===== config.mk =====
export PLATFORM = sky130hd
export DESIGN_NAME = pll_profile_seq
export DESIGN_NICKNAME = d
export VERILOG_FILES = /design/src/rtl/pll_profile_seq.sv
export SDC_FILE = /design/constraint.sdc
export NUM_CORES = 1
export LEC_CHECK = 0
export BUFFER_PORTS_ARGS = -buffer_cell sky130_fd_sc_hd__buf_2
export CAP_MARGIN = 10
export CORE_ASPECT_RATIO = 1.25
export CORE_MARGIN = 10
export CORE_UTILIZATION = 40
export DETAILED_ROUTE_END_ITERATION = 8
export PLACE_DENSITY = 0.75
export SETUP_SLACK_MARGIN = 0.2
export SLEW_MARGIN = 5
export SYNTH_ARGS = -nofsm -noshare
export SYNTH_HDL_FRONTEND = slang
export SYNTH_SLANG_ARGS = --single-unit

===== constraint.sdc =====
create_clock -name clk_50m -period 4.5 [get_ports clk_50m]
set_input_delay 0.675 -clock clk_50m [delete_from_list [all_inputs] [get_ports clk_50m]]
set_output_delay 0.675 -clock clk_50m [all_outputs]
set_load 0.1 [all_outputs]

===== src/rtl/pll_profile_seq.sv =====
// rtl/pll_profile_seq.sv - PLL reconfiguration sequencer: profile index to handshaked write sequence
module pll_profile_seq #(
    parameter int NUM_PROFILES  = 4,
    parameter int INIT_PROFILE  = 0,
    parameter int SETTLE_CYCLES = 16,
    parameter int LOCK_MIN      = 64,
    parameter int LOCK_TIMEOUT  = 65536,
    localparam int PW           = $clog2(NUM_PROFILES)
) (
    input  logic                       clk_50m,
    input  logic                       reset,
    input  logic [PW-1:0]              profile_sel,
    input  logic [32*NUM_PROFILES-1:0] profile_k,
    input  logic                       locked,
    input  logic                       mgmt_waitrequest,
    output logic                       mgmt_write,
    output logic [5:0]                 mgmt_address,
    output logic [31:0]                mgmt_writedata,
    output logic                       busy,
    output logic                       hold,
    output logic [PW-1:0]              active_profile,
    output logic                       lock_error
);

    localparam int SW       = $clog2(SETTLE_CYCLES + 1);
    localparam int LOCK_MAX = (LOCK_MIN > LOCK_TIMEOUT) ? LOCK_MIN : LOCK_TIMEOUT;
    localparam int CW       = $clog2(LOCK_MAX + 1);

    localparam logic [SW-1:0] SETTLE_LAST = SW'(SETTLE_CYCLES - 1);
    localparam logic [CW-1:0] LOCKMIN_LAST = CW'(LOCK_MIN - 1);
    localparam logic [CW-1:0] TIMEOUT_LAST = CW'(LOCK_TIMEOUT - 1);
    localparam logic [PW-1:0] INIT_P = PW'(INIT_PROFILE);

    typedef enum logic [2:0] {
        S_IDLE,
        S_MODE,
        S_FRAC,
        S_START,
        S_LOCKMIN,
        S_LOCKWAIT,
        S_DONE
    } state_t;

    // K words unpacked into an array padded to a power of two so any index is in range
    logic [31:0] k_word [2**PW];

    for (genvar g = 0; g < 2**PW; g++) begin : g_kword
        if (g < NUM_PROFILES) begin : g_used
            assign k_word[g] = profile_k[32*g +: 32];
        end else begin : g_pad
            assign k_word[g] = 32'd0;
        end
    end

    logic [PW-1:0] sel_meta_q, sel_sync_q;
    logic [SW-1:0] stab_q, stab_d;
    logic [PW-1:0] req_q, req_d;
    logic          lock_meta_q, lock_sync_q;
    logic          sel_valid;

    state_t        state_q, state_d;
    logic [PW-1:0] tgt_q, tgt_d;
    logic [CW-1:0] cnt_q, cnt_d;
    logic [PW-1:0] active_q, active_d;
    logic          lock_err_q, lock_err_d;
    logic          timed_out_q, timed_out_d;

    assign sel_valid = (32'(sel_sync_q) < 32'(NUM_PROFILES));

    // Synchronise the asynchronous inputs and hold the settled request
    always_ff @(posedge clk_50m or posedge reset) begin
        if (reset) begin
            sel_meta_q  <= INIT_P;
            sel_sync_q  <= INIT_P;
            stab_q      <= '0;
            req_q       <= INIT_P;
            lock_meta_q <= 1'b0;
            lock_sync_q <= 1'b0;
        end else begin
            sel_meta_q  <= profile_sel;
            sel_sync_q  <= sel_meta_q;
            stab_q      <= stab_d;
            req_q       <= req_d;
            lock_meta_q <= locked;
            lock_sync_q <= lock_meta_q;
        end
    end

    // Stability counter restarts on every synchronised change; req follows only settled, valid values
    always_comb begin
        stab_d = stab_q;
        req_d  = req_q;
        if (sel_meta_q != sel_sync_q) begin
            stab_d = '0;
        end else if (stab_q != SETTLE_LAST) begin
            stab_d = stab_q + SW'(1);
        end
        if (stab_q == SETTLE_LAST && sel_valid) begin
            req_d = sel_sync_q;
        end
    end

    // Sequencer state and bookkeeping registers
    always_ff @(posedge clk_50m or posedge reset) begin
        if (reset) begin
            state_q     <= S_IDLE;
            tgt_q       <= INIT_P;
            cnt_q       <= '0;
            active_q    <= INIT_P;
            lock_err_q  <= 1'b0;
            timed_out_q <= 1'b0;
        end else begin
            state_q     <= state_d;
            tgt_q       <= tgt_d;
            cnt_q       <= cnt_d;
            active_q    <= active_d;
            lock_err_q  <= lock_err_d;
            timed_out_q <= timed_out_d;
        end
    end

    // Next-state logic and write-port decode; writes advance only on a cycle without waitrequest
    always_comb begin
        state_d        = state_q;
        tgt_d          = tgt_q;
        cnt_d          = cnt_q;
        active_d       = active_q;
        lock_err_d     = lock_err_q;
        timed_out_d    = timed_out_q;
        mgmt_write     = 1'b0;
        mgmt_address   = 6'd0;
        mgmt_writedata = 32'd0;
        busy           = (state_q != S_IDLE);
        hold           = (state_q != S_IDLE);

        case (state_q)
            S_IDLE: begin
                if (req_q != active_q) begin
                    tgt_d   = req_q;
                    state_d = S_MODE;
                end
            end
            S_MODE: begin
                mgmt_write = 1'b1;
                if (!mgmt_waitrequest) begin
                    state_d = S_FRAC;
                end
            end
            S_FRAC: begin
                mgmt_write     = 1'b1;
                mgmt_address   = 6'd7;
                mgmt_writedata = k_word[tgt_q];
                if (!mgmt_waitrequest) begin
                    state_d = S_START;
                end
            end
            S_START: begin
                mgmt_write   = 1'b1;
                mgmt_address = 6'd2;
                if (!mgmt_waitrequest) begin
                    cnt_d   = '0;
                    state_d = S_LOCKMIN;
                end
            end
            S_LOCKMIN: begin
                if (cnt_q == LOCKMIN_LAST) begin
                    cnt_d   = '0;
                    state_d = S_LOCKWAIT;
                end else begin
                    cnt_d = cnt_q + CW'(1);
                end
            end
            S_LOCKWAIT: begin
                if (lock_sync_q) begin
                    timed_out_d = 1'b0;
                    state_d     = S_DONE;
                end else if (cnt_q == TIMEOUT_LAST) begin
                    timed_out_d = 1'b1;
                    lock_err_d  = 1'b1;
                    state_d     = S_DONE;
                end else begin
                    cnt_d = cnt_q + CW'(1);
                end
            end
            S_DONE: begin
                active_d = tgt_q;
                if (!timed_out_q) begin
                    lock_err_d = 1'b0;
                end
                state_d = S_IDLE;
            end
            default: begin
                state_d = S_IDLE;
            end
        endcase
    end

    assign active_profile = active_q;
    assign lock_error     = lock_err_q;

endmodule


==> reports/metrics.yaml <==
critPathMaxFanout: 35
seqCellArea_um2: 977
synth-xor-area-share_pct: 5.07
holdPathStages: 0
overflow: 0
synth_most_common_cell: "dfrtp_1"
cts_tree: "built"
start_util_pct: 41.6
clkTransAtPathRegs_ns: 0.08
worstSetupEndpoint: "mgmt_writedata[0]"
synth_common_cells: "dfrtp_1 (39), nor2b_1 (35), mux4_2 (32)"
place_congestion: 0.970
highest_layer: "met4"
worst_hold_path_type: "reg2reg"
final_layout_size_suffix_gt1_share_pct: 52.7
reg2reg_slack_ns: 1.48
first_pass_iters: 4
fmax_ghz: 0.320
worst_slew_pin_slew_ns: 1.09
setup_violations: 0
crit_arrival_ns: 2.45
grt_pass1_vias: 2912
reg2reg_from: "cnt_q[6]"
status: "complete, no violations"
netlist.area_leader.share_pct: 33.2
skew_ns: 0.00242
rsz0062_at_grt: "no"
yosys.area_share.simple_pct: 21.3
synthAdderAreaFrac_pct: 1.70
p_leak_nw: 1.94
die_width_um: 96.6
clkLatencyLatePin_ns: 0.29
synthArstFlopShare_pct: 100
synthCells: 274
synth_area_leaders: "dfrtp_1 (33%), mux4_2 (25%), nor2b_1 (7.5%)"
finalSetupTns_ns: 0
grt_max_degree: 40
critPathLaunchType: "flop"
wl_per_cell_um: 20.2
synthFlopType: "dfrtp_1"
clockBufferDepth: 2
cap_viol_max_count: 0
syn_area_mm2: 0.00294
portBuffers: 174
wl_met2_um: 5280
area_growth_pct: 34.7
ys_types: 42
fp.coreArea_mm2: 0.00706
maxSlewViolCount: 0
ys_seq_area_share_pct: 33.2
grt_pass1_wl_um: 16400
layout_min_cycle_time_ns: 3.13
cts-root-buf: "clkbuf_8"
r2r.worst_path.cells: 9
rr_endpoint: "cnt_q[9]"
grtUsageTotal_pct: 18.4
synth.avg_cell_area_um2: 10.7
rows: 34
yosys.area.top_type: "dfrtp_1"
synth-edff-count: 0
min_period_over_period_pct: 69.5
synthMuxAreaShare_pct: 26.8
place_hpwl_um: 9020
dieArea_mm2: 0.0112
postCtsSetupBuffers: 0
synth_top_family_by_area: "multiplexers"
yosysWarnings: 0
drt-met1-wl_um: 3980
wl_um: 10800
hold_viol: 0
clock_sinks: 39
required_ns: 3.83
cp-end-kind: "primary output"
wl_met3_um: 1080
power_mw: 2.01
htreeDepth: 2
peakVddDrop_v: 0.000426
synth_compound_area_share_pct: 6.65
ios: 178
nFillCells: 628
cts_buffers: 5
cp-startpoint: "tgt_q[0]"
nets: 575
antenna_found_initial: 5
routed-via-count: 2833
viasPerCell: 5.32
die_h_um: 116
ant_nets: 0
pwr_density_cell_mw_per_mm2: 507
drtIter0Drc: 171
cts_hold_buffers: 0
path_class: "reg2out"
relSlewSlack_pct: 27.5
ys_ff_latch: 39
multi_input_area_mm2: 0.00182
drc_errors: 0
post_cts_resized: 0
cell type report:
type | instances | area share, %
clock inverters | 2 | 0.886
multi-input cells | 206 | 45.9
diodes | 5 | 0.316
inverters | 9 | 0.854
well taps | 90 | 2.85
repair buffers | 176 | 22.4
clock buffers | 6 | 2.09
flip-flops and latches | 39 | 24.7
cells in the final DEF, fill, tap and decap left out, types with 2 or more instances in the layout:
| cell type | synthesis | layout |
|---|---|---|
| diode_2 | 0 | 5 |
| conb_1 | 1 | 3 |
| o31ai_1 | 2 | 2 |
| or3_1 | 2 | 2 |
| nor4_1 | 4 | 4 |
| nand2_1 | 14 | 14 |
| nand3_1 | 4 | 4 |
| buf_2 | 4 | 174 |
| nor3_1 | 6 | 6 |
| clkbuf_8 | 0 | 6 |
| dfrtp_1 | 39 | 38 |
| nand4b_1 | 3 | 3 |
| mux2_2 | 5 | 5 |
| mux4_2 | 32 | 32 |
| nor2b_1 | 35 | 35 |
| or2_2 | 3 | 3 |
| buf_4 | 6 | 2 |
| and3_1 | 3 | 3 |
| o22ai_1 | 2 | 2 |
| xnor2_1 | 9 | 9 |
| nor2_1 | 28 | 28 |
| nand4_1 | 6 | 6 |
| a21oi_1 | 9 | 9 |
| inv_1 | 9 | 9 |
| o21ai_0 | 7 | 7 |
| xor2_1 | 8 | 8 |
| ha_1 | 4 | 4 |
| a21o_1 | 3 | 3 |
registers in the layout, indices dropped and copies added, names as in the netlist:
name	cells
timed_out_q	1
stab_q	5
lock_error	1
tgt_q	2
state_q	3
sel_meta_q	2
lock_sync_q	1
lock_meta_q	1
sel_sync_q	2
cnt_q	17
active_profile	2
req_q	2
worst min-delay path by stage:
| stage | from | slack [ns] | end |
|---|---|---|---|
| CTS | lock_meta_q | 0.35 | lock_sync_q |
| global route | lock_meta_q | 0.37 | lock_sync_q |
| floorplan | lock_meta_q | 0.33 | lock_sync_q |
| global placement | lock_meta_q | 0.34 | lock_sync_q |
| finish | lock_meta_q | 0.35 | lock_sync_q |
| detailed placement | lock_meta_q | 0.33 | lock_sync_q |
routing by layer:
| layer | global-route usage [%] | vias up |
|---|---|---|
| li1 | - | 1316 |
| met1 | 20.3 | 1337 |
| met2 | 30.7 | 158 |
| met3 | 6.85 | 22 |
| met4 | 9.56 | 0 |
| met5 | 0 | - |
report_power, final:
group          internal [mW]  leakage (nW)  switching, mW
registers              0.375         0.524         0.0490
logic                  0.215          1.35           1.07
clock network          0.179        0.0612          0.121
total                  0.770          1.94           1.24
cells by family after synthesis:
| family | after synthesis |
|---|---|
| simple gates | 115 |
| flops | 39 |
| mux | 38 |
| buf+inv | 31 |
| compound gates | 29 |
| xor+xnor | 17 |
| fa+ha+maj | 4 |
| other cells | 1 |
critical path: stages, from the launching register on:
cell	delay, ns
dfrtp_2	1.06
mux4_2	0.61
nor2b_1	0.15
buf_2	0.34
metrics by stage:
step	instances	hold WS, ns	cell area (um2)	setup slack [ns]	util [%]
2_1_floorplan	276	0.331	2940	1.21	-
3_3_place_gp	520	0.338	3830	1.63	54.2
3_5_place_dp	520	0.335	3830	1.48	54.2
4_1_cts	528	0.353	3940	1.30	55.8
5_1_grt	533	0.372	3960	1.13	56.0
6_report	533	0.351	3960	1.37	56.0
Note: power is estimated with default switching activity, not from simulation.
